--- config.mk ---
export PLATFORM = sky130hd
export DESIGN_NAME = mem_port_arbiter
export DESIGN_NICKNAME = d
export VERILOG_FILES = /design/src/rtl/mem_port_arbiter_pkg.sv /design/src/rtl/arb_rr_pick.sv /design/src/rtl/mem_port_arbiter.sv
export SDC_FILE = /design/constraint.sdc
export NUM_CORES = 1
export LEC_CHECK = 0
export ABC_CLOCK_PERIOD_IN_PS = 5700
export CELL_PAD_IN_SITES_DETAIL_PLACEMENT = 0
export CELL_PAD_IN_SITES_GLOBAL_PLACEMENT = 1
export CORE_MARGIN = 2
export CORE_UTILIZATION = 36
export DETAILED_ROUTE_END_ITERATION = 10
export PLACE_DENSITY = 0.81
export SLEW_MARGIN = 30
export SYNTH_ARGS = -nofsm -noshare
export SYNTH_HDL_FRONTEND = slang
export SYNTH_SLANG_ARGS = --single-unit
--- constraint.sdc ---
create_clock -name clk -period 5.7 [get_ports clk]
set_input_delay 1.14 -clock clk [delete_from_list [all_inputs] [get_ports clk]]
set_output_delay 1.14 -clock clk [all_outputs]
set_load 0.005 [all_outputs]
--- src/rtl/mem_port_arbiter_pkg.sv ---
// ============================================================================
//  Module   : mem_port_arbiter_pkg
//  Brief    : Shared types and helpers for the multi-channel memory port arbiter.
//  Revision : 1.0 - initial release
// ============================================================================
`default_nettype none

`ifndef WORD_SIZE
`define WORD_SIZE 16
`endif

package mem_port_arbiter_pkg;

    typedef enum logic [1:0] {
        IDLE   = 2'd0,
        ACCESS = 2'd1,
        DONE   = 2'd2
    } arb_state_e;

    localparam int DEFAULT_WORD_W = `WORD_SIZE;

    // Bits needed to hold 0..n-1, never less than one so vectors stay legal.
    function automatic int idx_width(input int n);
        int w;
        w = 1;
        for (int i = 1; i < 31; i++) begin
            if ((1 << i) < n) w = i + 1;
        end
        return w;
    endfunction

endpackage

`default_nettype wire

--- src/rtl/arb_rr_pick.sv ---
// ============================================================================
//  Module   : arb_rr_pick
//  Brief    : Combinational one-hot picker; search starts at i_ptr and wraps.
//  Revision : 1.0 - initial release
// ============================================================================
`default_nettype none

module arb_rr_pick #(
    parameter int NUM_CH = 2,
    parameter int PTR_W  = 1
) (
    input  logic [NUM_CH-1:0] i_req,
    input  logic [PTR_W-1:0]  i_ptr,
    output logic [NUM_CH-1:0] o_grant
);

    int   ch;
    logic found;

    always_comb begin
        o_grant = '0;
        found   = 1'b0;
        ch      = 0;
        for (int off = 0; off < NUM_CH; off++) begin
            ch = (int'(i_ptr) + off) % NUM_CH;
            if (!found && i_req[ch]) begin
                o_grant[ch] = 1'b1;
                found       = 1'b1;
            end
        end
    end

endmodule

`default_nettype wire

--- src/rtl/mem_port_arbiter.sv ---
// ============================================================================
//  Module   : mem_port_arbiter
//  Brief    : Merges NUM_CH cache line requesters onto one fixed-latency port.
//             ARB_ROUND_ROBIN_EN selects rotating priority (else lowest wins).
//  Revision : 1.0 - initial release
// ============================================================================
`default_nettype none

module mem_port_arbiter
    import mem_port_arbiter_pkg::*;
#(
    parameter int NUM_CH      = 2,
    parameter int WORD_W      = DEFAULT_WORD_W,
    parameter int LINE_WORDS  = 4,
    parameter int MEM_LATENCY = 2
) (
    input  logic                               clk,
    input  logic                               reset_n,
    input  logic [NUM_CH-1:0]                  ch_read,
    input  logic [NUM_CH-1:0]                  ch_write,
    input  logic [NUM_CH*WORD_W-1:0]           ch_addr,
    input  logic [NUM_CH*LINE_WORDS*WORD_W-1:0] ch_wdata,
    output logic [NUM_CH-1:0]                  ch_done,
    output logic [LINE_WORDS*WORD_W-1:0]       ch_rdata,
    output logic                               busy,
    output logic                               mem_read,
    output logic                               mem_write,
    output logic [WORD_W-1:0]                  mem_addr,
    output logic [WORD_W-1:0]                  mem_wdata,
    input  logic [WORD_W-1:0]                  mem_rdata
);

    localparam int                 C_IDX_W    = idx_width(LINE_WORDS);
    localparam int                 C_CNT_W    = idx_width(MEM_LATENCY);
    localparam int                 C_PTR_W    = idx_width(NUM_CH);
    localparam int                 C_LINE_W   = LINE_WORDS * WORD_W;
    localparam logic [WORD_W-1:0]  C_IDX_MASK = WORD_W'(LINE_WORDS - 1);
    localparam logic [C_IDX_W-1:0] C_LAST_IDX = C_IDX_W'(LINE_WORDS - 1);
    localparam logic [C_CNT_W-1:0] C_CNT_INIT = C_CNT_W'(MEM_LATENCY - 1);

    arb_state_e                         state_q, state_d;
    logic [C_IDX_W-1:0]                 idx_q, idx_d;
    logic [C_CNT_W-1:0]                 cnt_q, cnt_d;
    logic [NUM_CH-1:0]                  winner_q, winner_d;
    logic                               is_write_q, is_write_d;
    logic [WORD_W-1:0]                  base_q, base_d;
    logic [LINE_WORDS-1:0][WORD_W-1:0]  wdata_q, wdata_d;
    logic [LINE_WORDS-1:0][WORD_W-1:0]  line_q, line_d;

    logic [NUM_CH-1:0]                  w_req;
    logic [NUM_CH-1:0]                  w_grant;
    logic [C_PTR_W-1:0]                 w_ptr;
    logic [WORD_W-1:0]                  w_sel_addr;
    logic [LINE_WORDS-1:0][WORD_W-1:0]  w_sel_wdata;
    logic                               w_sel_write;
    logic                               w_access;

    assign w_req = ch_read | ch_write;

    arb_rr_pick #(
        .NUM_CH (NUM_CH),
        .PTR_W  (C_PTR_W)
    ) u_pick (
        .i_req   (w_req),
        .i_ptr   (w_ptr),
        .o_grant (w_grant)
    );

`ifdef ARB_ROUND_ROBIN_EN
    logic [C_PTR_W-1:0] ptr_q, ptr_d;

    // Next search starts just after the channel that finished.
    always_comb begin
        ptr_d = ptr_q;
        if (state_q == DONE) begin
            for (int i = 0; i < NUM_CH; i++) begin
                if (winner_q[i]) ptr_d = C_PTR_W'((i + 1) % NUM_CH);
            end
        end
    end

    always_ff @(posedge clk or negedge reset_n) begin
        if (!reset_n) ptr_q <= '0;
        else          ptr_q <= ptr_d;
    end

    assign w_ptr = ptr_q;
`else
    assign w_ptr = '0;
`endif

    always_comb begin
        w_sel_addr  = '0;
        w_sel_wdata = '0;
        w_sel_write = 1'b0;
        for (int i = 0; i < NUM_CH; i++) begin
            if (w_grant[i]) begin
                w_sel_addr  = ch_addr[i*WORD_W +: WORD_W];
                w_sel_wdata = ch_wdata[i*C_LINE_W +: C_LINE_W];
                w_sel_write = ch_write[i];
            end
        end
    end

    always_comb begin
        state_d    = state_q;
        idx_d      = idx_q;
        cnt_d      = cnt_q;
        winner_d   = winner_q;
        is_write_d = is_write_q;
        base_d     = base_q;
        wdata_d    = wdata_q;
        line_d     = line_q;
        case (state_q)
            IDLE: begin
                if (|w_req) begin
                    state_d    = ACCESS;
                    winner_d   = w_grant;
                    is_write_d = w_sel_write;
                    base_d     = w_sel_addr & ~C_IDX_MASK;
                    wdata_d    = w_sel_wdata;
                    idx_d      = '0;
                    cnt_d      = C_CNT_INIT;
                end
            end
            ACCESS: begin
                cnt_d = cnt_q - C_CNT_W'(1);
                if (cnt_q == '0) begin
                    cnt_d = C_CNT_INIT;
                    if (!is_write_q) line_d[idx_q] = mem_rdata;
                    if (idx_q == C_LAST_IDX) state_d = DONE;
                    else                     idx_d   = idx_q + C_IDX_W'(1);
                end
            end
            DONE:    state_d = IDLE;
            default: state_d = IDLE;
        endcase
    end

    always_ff @(posedge clk or negedge reset_n) begin
        if (!reset_n) begin
            state_q    <= IDLE;
            idx_q      <= '0;
            cnt_q      <= '0;
            winner_q   <= '0;
            is_write_q <= 1'b0;
            base_q     <= '0;
            wdata_q    <= '0;
            line_q     <= '0;
        end else begin
            state_q    <= state_d;
            idx_q      <= idx_d;
            cnt_q      <= cnt_d;
            winner_q   <= winner_d;
            is_write_q <= is_write_d;
            base_q     <= base_d;
            wdata_q    <= wdata_d;
            line_q     <= line_d;
        end
    end

    // Memory-side outputs are gated so IDLE/DONE present an all-zero port.
    assign w_access  = (state_q == ACCESS);
    assign mem_read  = w_access & ~is_write_q;
    assign mem_write = w_access &  is_write_q;
    assign mem_addr  = w_access ? (base_q | WORD_W'(idx_q)) : '0;
    assign mem_wdata = w_access ? wdata_q[idx_q] : '0;
    assign ch_done   = (state_q == DONE) ? winner_q : '0;
    assign ch_rdata  = line_q;
    assign busy      = (state_q != IDLE);

`ifndef SYNTHESIS
    always @(posedge clk) begin
        if (reset_n && state_q == IDLE)
            assert (!(|(w_grant & ch_read & ch_write)))
                else $warning("mem_port_arbiter: read and write both set on granted channel; write performed");
    end
`endif

endmodule

`default_nettype wire
==> out/metrics.yaml, run 1 <==
critical_path:
  path_max_fanout: 15
  reg2regPathDepth: 4
  cp_num_buf_inv: 2
  r2r-start: "state_q[0]$_DFFE_PN0P_"
  cp.required_ps: 4560
  r2r_slack_ps: 3330
  r2r-end: "wdata_q[23]$_DFFE_PN0P_"
  critical_path_depth: 4
  crit_start: "idx_q[0]$_DFFE_PN0P_"
  start_kind: "flop"
  cpPeakStageDelay_ps: 610
  cp_top_family: "buffers and inverters"
  crit_type: "reg2out"
  crit_end: "mem_wdata[7]"
  slowest_stage: "dfrtp_1"
  cp-end-kind: "primary output"
  crit_path_cell_trace: "buf_4 -> mux4_2 -> and2_1 -> clkdlybuf4s50_1"
  arrival_ps: 2600
clocking:
  cts.sinks: 150
  cts_hold_buf: 0
  cts_repair_resize_count: 0
  cts_tree: "built"
  numCtsBuffers: 17
  clk_path_buf_depth: 2
  post_cts_buffers: 0
  insertion_delay_ps: 410
  clkSlewWorstSetupHoldPaths_ps: 60
  cts_htree_levels: 4
  root_buffer: "clkbuf_16"
timing:
  clock.fmax_ghz: 0.267
  rsz0062_at_grt: "false"
  setup_viol: 0
  hold_viol_final: 0
  drv_slew: 0
  slew-limit-headroom_pct: 34.7
  period_needed_ps: 3740
  period_share_pct: 65.7
  whs_ps: 486
  tightest_slew_ps: 980
  setup_tns_ps: 0
  final.setup_skew_ps: 8.15
floorplan:
  die-area_um2: 20400
  pin_count: 283
  core_um2: 18800
  row_count: 50
  dieWidth_um: 143
  die_h_um: 143
  initial_core_util_pct: 36.9
synth:
  async_flop_share_pct: 100
  yosys_warnings: 0
  synth_area_leaders: "dfrtp_1 54%, mux2_2 8.9%, o221a_2 6.3%, a221o_1 5.5%, mux4_2 5.2%"
  synthTopCellsByCount: "150 x dfrtp_1, 55 x mux2_2, 41 x or3_1, 39 x o221a_2"
  synth.avg_cell_area_um2: 13.5
  syn_area_um2: 6940
  yosysMostFrequentCell: "dfrtp_1"
  synthFlopType: "dfrtp_1"
  syn_nets: 702
  netlist.area_leader.share_pct: 54.1
  synthCells: 516
  synth-seq-cells: 150
  synth_edf_count: 0
  ys_seq_area_share_pct: 54.1
  yosysUniqueCellTypes: 36
  yosysTopAreaCell: "dfrtp_1"
pwr:
  vdd_drop_max_v: 0.000230
  seqPwrFrac_pct: 34.0
  swShare_pct: 31.4
  p_sw_w: 0.00183
  power_frac_comb_pct: 47.8
  leakage_nw: 4.31
  internal-power_w: 0.00400
  power_density_nw_per_um2: 556
  design_power_total_w: 0.00583
  p_clk_share_pct: 18.2
routing:
  first_pass_iters: 6
  drc: 0
  antenna_left: 0
  routed_wl_mm: 21.0
  routedWlPerCell_um: 20.1
  vias_per_cell: 5.31
  num_vias: 5552
  drt-initial-drc-count: 292
outcome:
  status: "finished, final reports clean"
worst_hold_path:
  hold_class: "reg2reg"
final_layout:
  final_area_um2: 10500
  antenna_cells: 0
  layout-drive-gt1-share_pct: 22.3
  nNetsFinal: 959
  syn_to_final_growth_pct: 50.9
placement:
  port-buffer-count: 278
  dp_hpwl_mm: 15.0
  placed_area_um2: 9920
  gp_congestion: 0.848
flow_run:
  maxCapViolations: 0
grt:
  grt_pass1_wl_mm: 31.9
  grt_usage_pct: 20.7
  grt_pass1_vias: 5864
  grt_max_degree: 107
  grt_antenna_before_repair: 0
  overflow: 0
-- how the worst min path moves through the flow --
| stage | start | depth (start not counted) | end |
|---|---|---|---|
| CTS | winner_q[0]$_DFFE_PN0P_ | 2 | winner_q[0]$_DFFE_PN0P_ |
| global placement | winner_q[0]$_DFFE_PN0P_ | 2 | winner_q[0]$_DFFE_PN0P_ |
| detailed placement | winner_q[0]$_DFFE_PN0P_ | 2 | winner_q[0]$_DFFE_PN0P_ |
| finish | winner_q[0]$_DFFE_PN0P_ | 2 | winner_q[0]$_DFFE_PN0P_ |
| global route | ch_rdata[37]$_DFFE_PN0P_ | 1 | ch_rdata[37]$_DFFE_PN0P_ |
| floorplan | winner_q[0]$_DFFE_PN0P_ | 2 | winner_q[0]$_DFFE_PN0P_ |
-- per-layer routing --
layer | routed length (um) | part of all wire, % | GRT usage, % | vias up
met5 | 0 | 0 | 0 | -
met4 | 324 | 1.5 | 6.62 | 0
met3 | 1580 | 7.5 | 5.57 | 22
met2 | 10000 | 48 | 34.0 | 254
met1 | 9110 | 43 | 26.8 | 2776
li1 | - | - | - | 2500
-- worst min-delay path: cells and delay by family (launching register included) --
| family | cells | cell delay, ps |
|---|---|---|
| AND/OR/NAND/NOR | 1 | 70 |
| flip-flops | 1 | 340 |
| AO/OA/AOI/OAI | 1 | 40 |
-- cell type report --
class	count	area [um2]
Tap cell	260	325
Fill cell	1529	8350
Clock inverter	15	131
Sequential cell	150	3750
Inverter	4	15.0
Timing Repair Buffer	286	2850
Clock buffer	17	425
Multi-Input combinational cell	314	2980
-- cell families after synthesis --
group | Yosys count | share of synthesized area, %
flops | 150 | 54.1
fa+ha+maj | 4 | 0.721
xor+xnor | 1 | 0.126
mux | 81 | 16.3
simple gates | 140 | 12.6
buf+inv | 52 | 3.42
compound gates | 88 | 12.8
-- power groups by stage --
stage,registers (W),logic (W),clock network [W]
global route,0.00204,0.00301,0.00114
CTS,0.00198,0.00283,0.00109
floorplan,0.00185,0.00148,0
global placement,0.00196,0.00276,0
finish,0.00198,0.00279,0.00106
detailed placement,0.00199,0.00282,0
-- state kept, by name, summed over array words and instances (netlist names) --
name	flops
wdata_q	64
ch_rdata	64
cnt_q	1
idx_q	2
winner_q	2
state_q	2
base_q	14
is_write_q	1
-- per-stage QoR --
step / util (%) / setup slack (ps) / instances
2_1_floorplan: - / 3060 / 516
4_1_cts: 55.6 / 1880 / 1046
6_report: 55.7 / 1960 / 1046
5_1_grt: 55.7 / 1800 / 1046
3_3_place_gp: 52.6 / 2260 / 1013
3_5_place_dp: 52.7 / 2150 / 1014
-- layout by cell type, fill, tap and decap left out, types with 2 or more instances in the layout --
cell type	instances
a21oi_1	5
a221o_1	38
and2_1	31
and3_1	38
and3b_1	2
buf_4	7
clkbuf_16	17
clkdlybuf4s50_1	277
clkinvlp_4	3
dfrtp_1	150
ha_1	4
inv_1	3
inv_6	7
inv_8	3
mux2_2	55
mux2_4	10
mux4_2	16
nand2_1	4
nand2_2	4
nor2_1	7
nor3_1	2
o21ai_0	2
o221a_2	39
or3_1	41
Power figures use the tool's default switching activity.
==> run 2, diff against run 1 <==
Settings changed: ABC_CLOCK_PERIOD_IN_PS 5700 to 3900, CORE_UTILIZATION 36 to 34, PLACE_DENSITY 0.81 to 0.77.
Clock period 5.7 ns to 3.9 ns, I/O delays scaled along.
==> run 2 against run 1 <==
  * Global-route usage shrank 0.065 points
  * Sequential power grew 45%
  * Core utilization shrank 3.1 points
==> out/metrics.yaml, run 2 (same netlist as run 1, synthesis figures left out) <==
timing:
  rsz0062_at_grt: "false"  # unchanged
  setup_viol: 0  # unchanged
  setup_tns_ps: 0  # unchanged
  hold_viol_final: 0  # unchanged
  slew-limit-headroom_pct: 41.3  # was 34.7%
  final.setup_skew_ps: 10.2  # was 8.15 ps
  drv_slew: 0  # unchanged
  period_needed_ps: 3190
  tightest_slew_ps: 880  # was 980 ps
  clock.fmax_ghz: 0.314
  period_share_pct: 81.7
critical_path:
  cp-end-kind: "primary output"  # unchanged
  critical_path_depth: 3  # was 4
  crit_end: "mem_wdata[7]"  # unchanged
  crit_type: "reg2out"  # unchanged
  slowest_stage: "dfrtp_1"  # unchanged
  cp.required_ps: 3120  # was 4560 ps
  reg2regPathDepth: 4  # unchanged
  cpPeakStageDelay_ps: 910  # was 610 ps
  start_kind: "flop"  # unchanged
  cp_num_buf_inv: 1  # was 2
  arrival_ps: 2410  # was 2600 ps
  r2r-end: "ch_rdata[59]$_DFFE_PN0P_"  # was wdata_q[23]$_DFFE_PN0P_
  cp_top_family: "flip-flops"  # was buffers and inverters
  r2r-start: "idx_q[1]$_DFFE_PN0P_"  # was state_q[0]$_DFFE_PN0P_
  crit_start: "idx_q[1]$_DFFE_PN0P_"  # was idx_q[0]$_DFFE_PN0P_
  r2r_slack_ps: 1580  # was 3330 ps
  crit_path_cell_trace: "mux4_2 -> and2_1 -> clkdlybuf4s50_1"  # was buf_4 -> mux4_2 -> and2_1 -> clkdlybuf4s50_1
  path_max_fanout: 18  # was 15
routing:
  drt-initial-drc-count: 290  # was 292
  num_vias: 5611  # was 5552
  first_pass_iters: 4  # was 6
  routed_wl_mm: 22.0  # was 21.0 mm
  antenna_left: 0  # unchanged
  vias_per_cell: 5.29  # was 5.31
  drc: 0  # unchanged
  routedWlPerCell_um: 20.7  # was 20.1 um
placement:
  dp.cells: 1029  # was 1014
  port-buffer-count: 278  # unchanged
  dp_hpwl_mm: 15.5  # was 15.0 mm
  gp_congestion: 0.851  # was 0.848
  placed_area_um2: 9990  # was 9920 um2
grt:
  grt_pass1_vias: 6031  # was 5864
  overflow: 0  # unchanged
  grt_antenna_before_repair: 0  # unchanged
  grt_max_degree: 78  # was 107
  grt_usage_pct: 20.6  # was 20.7%
  grt_pass1_wl_mm: 34.3  # was 31.9 mm
floorplan:
  core_um2: 20200  # was 18800 um2
  row_count: 52  # was 50
  pin_count: 283  # unchanged
  dieWidth_um: 147  # was 143 um
  die-area_um2: 21600  # was 20400 um2
  initial_core_util_pct: 34.4  # was 36.9%
  die_h_um: 147  # was 143 um
final_layout:
  nNetsFinal: 964  # was 959
  layout-drive-gt1-share_pct: 22.4  # was 22.3%
  n_fill_cell: 1696  # was 1529
  final_cell_mix: "277 x clkdlybuf4s50_1, 150 x dfrtp_1, 55 x mux2_2, 41 x or3_1, 39 x o221a_2"  # unchanged
  final_common_cell: "clkdlybuf4s50_1"  # unchanged
  final_area_um2: 10600  # was 10500 um2
  antenna_cells: 0  # unchanged
  finalNonFillerCells: 1060  # was 1046
  syn_to_final_growth_pct: 52.8  # was 50.9%
clocking:
  cts.sinks: 150  # unchanged
  clk_path_buf_depth: 2  # unchanged
  cts_htree_levels: 4  # unchanged
  post_cts_buffers: 0  # unchanged
  root_buffer: "clkbuf_16"  # unchanged
  numCtsBuffers: 17  # unchanged
  clkSlewWorstSetupHoldPaths_ps: 60  # about the same
  insertion_delay_ps: 420  # was 410 ps
  cts_hold_buf: 0  # unchanged
  cts_tree: "built"  # unchanged
  cts_repair_resize_count: 0  # unchanged
outcome:
  status: "finished, final reports clean"  # unchanged
pwr:
  power_density_nw_per_um2: 826  # was 556 nW/um2
  vdd_drop_max_v: 0.000265  # was 0.000230 V
  leakage_nw: 4.36  # was 4.31 nW
worst_hold_path:
  hold_class: "in2async"  # was reg2reg
flow_run:
  maxCapViolations: 0  # unchanged
run 2: cell count changes in the layout (fill, tap and decap cells not counted):
cell	before	now
inv_6	7	2
buf_4	7	11
bufinv_16	0	4
inv_8	3	0
buf_12	0	2
clkbuf_1	0	2
buf_6	0	1
buf_8	1	0
run 2: cell type report:
class / count / area [um2] / share of cell area, %
repair buffers: 291 / 2910 / 27.4
flip-flops and latches: 150 / 3750 / 35.4
multi-input cells: 314 / 2980 / 28.0
clock buffers: 20 / 447 / 4.21
inverters: 4 / 15.0 / 0.142
well taps: 270 / 338 / 3.18
clock inverters: 11 / 174 / 1.64
run 2: worst min path at each step:
stage | endpoint | cells past startpoint
final | ch_rdata[2]$_DFFE_PN0P_ | 1
after global routing | ch_rdata[2]$_DFFE_PN0P_ | 1
after CTS | ch_rdata[50]$_DFFE_PN0P_ | 1
after detailed placement | winner_q[0]$_DFFE_PN0P_ | 2
after global placement | winner_q[0]$_DFFE_PN0P_ | 2
after floorplan | winner_q[0]$_DFFE_PN0P_ | 2
run 2: routing by layer:
layer,track usage (%),part of all wire (%),vias to the layer above
met3,6.09,7.8,33
met5,0,0,-
met4,6.97,2.2,0
li1,-,-,2511
met1,26.7,43,2793
met2,33.3,47,274
run 2: power breakdown:
part,total [W],leakage [nW],internal (W),switching [W]
logic,0.00414,2.32,0.00269,0.00145
clock network,0.00175,0.293,0.00109,0.000657
registers,0.00287,1.75,0.00235,0.000523
run 2: per-stage QoR:
step	power, W	worst slack [ps]	hold slack (ps)	util, %
4_1_cts	0.00887	663	405	52.6
3_3_place_gp	0.00698	1070	471	49.5
6_report	0.00876	714	386	52.6
5_1_grt	0.00929	618	441	52.6
3_5_place_dp	0.00708	1010	480	49.5
2_1_floorplan	0.00488	1620	456	-
==> run 3, diff against run 2 <==
Settings changed: ABC_CLOCK_PERIOD_IN_PS 3900 to 3300.
Clock period 3.9 ns to 3.3 ns, I/O delays scaled along.
==> run 3 against run 2 <==
  * Non-clock buffer count increased by 2
  * Cell area is 0.60% higher
  * Power up 19%
  * Sequential cell count is the same
  * Global-route usage rose by 0.16 points
  * Worst hold slack lost 180 ps
  * Via count is 0.78% lower
  * Core utilization increased by 0.32 points
  * Sequential share of layout area fell by 0.21 points
  * Clock skew shrank 3.7 ps
==> out/metrics.yaml, run 3 (same netlist as run 1, synthesis figures left out) <==
routing:
  first_pass_iters: 5  # was 4
  routed_wl_mm: 22.0  # about the same
  drt-initial-drc-count: 304  # was 290
  drc: 0  # unchanged
  antenna_left: 0  # unchanged
  num_vias: 5567  # was 5611
  routedWlPerCell_um: 20.7  # about the same
  vias_per_cell: 5.24  # was 5.29
clocking:
  cts_hold_buf: 0  # unchanged
  cts_tree: "built"  # unchanged
  cts.sinks: 150  # unchanged
  insertion_delay_ps: 420  # about the same
  numCtsBuffers: 17  # unchanged
  cts_htree_levels: 4  # unchanged
  clkSlewWorstSetupHoldPaths_ps: 60  # about the same
  cts_repair_resize_count: 0  # unchanged
  clk_path_buf_depth: 2  # unchanged
  root_buffer: "clkbuf_16"  # unchanged
  post_cts_buffers: 0  # unchanged
floorplan:
  row_count: 52  # unchanged
  die-area_um2: 21600  # unchanged
  die_h_um: 147  # unchanged
  pin_count: 283  # unchanged
  core_um2: 20200  # unchanged
  initial_core_util_pct: 34.4  # unchanged
  dieWidth_um: 147  # unchanged
grt:
  grt_max_degree: 63  # was 78
  grt_antenna_before_repair: 0  # unchanged
  overflow: 0  # unchanged
  grt_pass1_vias: 6132  # was 6031
  grt_pass1_wl_mm: 34.6  # was 34.3 mm
  grt_usage_pct: 20.8  # was 20.6%
final_layout:
  syn_to_final_growth_pct: 53.7  # was 52.8%
  regArea_um2: 3750  # unchanged
  final_cell_mix: "277 x clkdlybuf4s50_1, 150 x dfrtp_1, 55 x mux2_2, 41 x or3_1, 39 x o221a_2"  # unchanged
  n_fill_cell: 1702  # was 1696
  layout-drive-gt1-share_pct: 22.8  # was 22.4%
  final_common_cell: "clkdlybuf4s50_1"  # unchanged
  nNetsFinal: 966  # was 964
  antenna_cells: 0  # unchanged
  multiInputGateArea_um2: 2980  # unchanged
pwr:
  power_density_nw_per_um2: 979  # was 826 nW/um2
  vdd_drop_max_v: 0.000416  # was 0.000265 V
  design_power_total_w: 0.0105  # was 0.00876 W
  leakage_nw: 4.41  # was 4.36 nW
timing:
  setup_viol: 0  # unchanged
  period_needed_ps: 3000
  hold_viol_final: 0  # unchanged
  clock.fmax_ghz: 0.333
  rsz0062_at_grt: "false"  # unchanged
  final.setup_skew_ps: 6.54  # was 10.2 ps
  setup_tns_ps: 0  # unchanged
  drv_slew: 0  # unchanged
  slew-limit-headroom_pct: 58.0  # was 41.3%
  period_share_pct: 91.0
  tightest_slew_ps: 629  # was 880 ps
critical_path:
  path_max_fanout: 22  # was 18
  cp.required_ps: 2640  # was 3120 ps
  cp-end-kind: "primary output"  # unchanged
  crit_type: "reg2out"  # unchanged
  arrival_ps: 2340  # was 2410 ps
  start_kind: "flop"  # unchanged
worst_hold_path:
  hold_class: "in2async"  # unchanged
placement:
  port-buffer-count: 278  # unchanged
  gp_congestion: 0.829  # was 0.851
  dp_hpwl_mm: 15.9  # was 15.5 mm
flow_run:
  maxCapViolations: 0  # unchanged
outcome:
  status: "finished, final reports clean"  # unchanged
run 3: cell types whose count changed in the layout (fill, tap and decap cells not counted), sizes merged:
cell,change
clkbuf,-1
clkinvlp,-3
inv,+2
buf,+2
clkinv,+3
run 3: final cells by class:
class	instances	area share, %
inverter	4	0.141
tap	270	3.17
clock buffer	19	4.15
timing repair buffer	293	27.7
multi-input combinational	314	27.9
sequential	150	35.2
clock inverter	13	1.82
run 3: routing by layer:
layer	vias to the layer above	wire (um)	GRT usage (%)
li1	2511	-	-
met1	2767	9360	26.6
met2	274	10800	35.2
met3	15	1740	5.90
met4	0	189	4.76
met5	-	0	0
run 3: stage by stage:
stage | cells | utilization, % | cell area (um2) | hold slack [ps] | setup WS, ps
6_report | 1063 | 52.9 | 10700 | 202 | 299
3_3_place_gp | 1030 | 49.6 | 10000 | 470 | 623
2_1_floorplan | 516 | - | 6940 | 364 | 1070
3_5_place_dp | 1031 | 49.8 | 10000 | 480 | 571
4_1_cts | 1063 | 52.9 | 10700 | 206 | 239
5_1_grt | 1063 | 52.9 | 10700 | 222 | 186
run 3: final timing paths:
check	depth (start not counted)	to	start	slack (ps)
max	4	mem_wdata[7]	idx_q[0]$_DFFE_PN0P_	300
min	1	ch_rdata[50]$_DFFE_PN0P_	reset_n	200
max reg2reg	5	base_q[10]$_DFFE_PN0P_	state_q[0]$_DFFE_PN0P_	1100
min reg2reg	2	winner_q[0]$_DFFE_PN0P_	winner_q[0]$_DFFE_PN0P_	490
max in group asynchronous	2	wdata_q[61]$_DFFE_PN0P_	reset_n	2250
min in group clk	2	winner_q[0]$_DFFE_PN0P_	winner_q[0]$_DFFE_PN0P_	490
run 3: power breakdown:
part | total [W] | leakage (nW) | switching [W] | internal, W
clock network | 0.00210 | 0.314 | 0.000798 | 0.00130
registers | 0.00336 | 1.75 | 0.000579 | 0.00278
logic | 0.00499 | 2.34 | 0.00178 | 0.00321
run 3: critical path: stages, from the launching register on:
cell,delay [ps]
dfrtp_1,330
buf_4,360
mux4_2,550
and2_1,200
clkdlybuf4s50_1,460
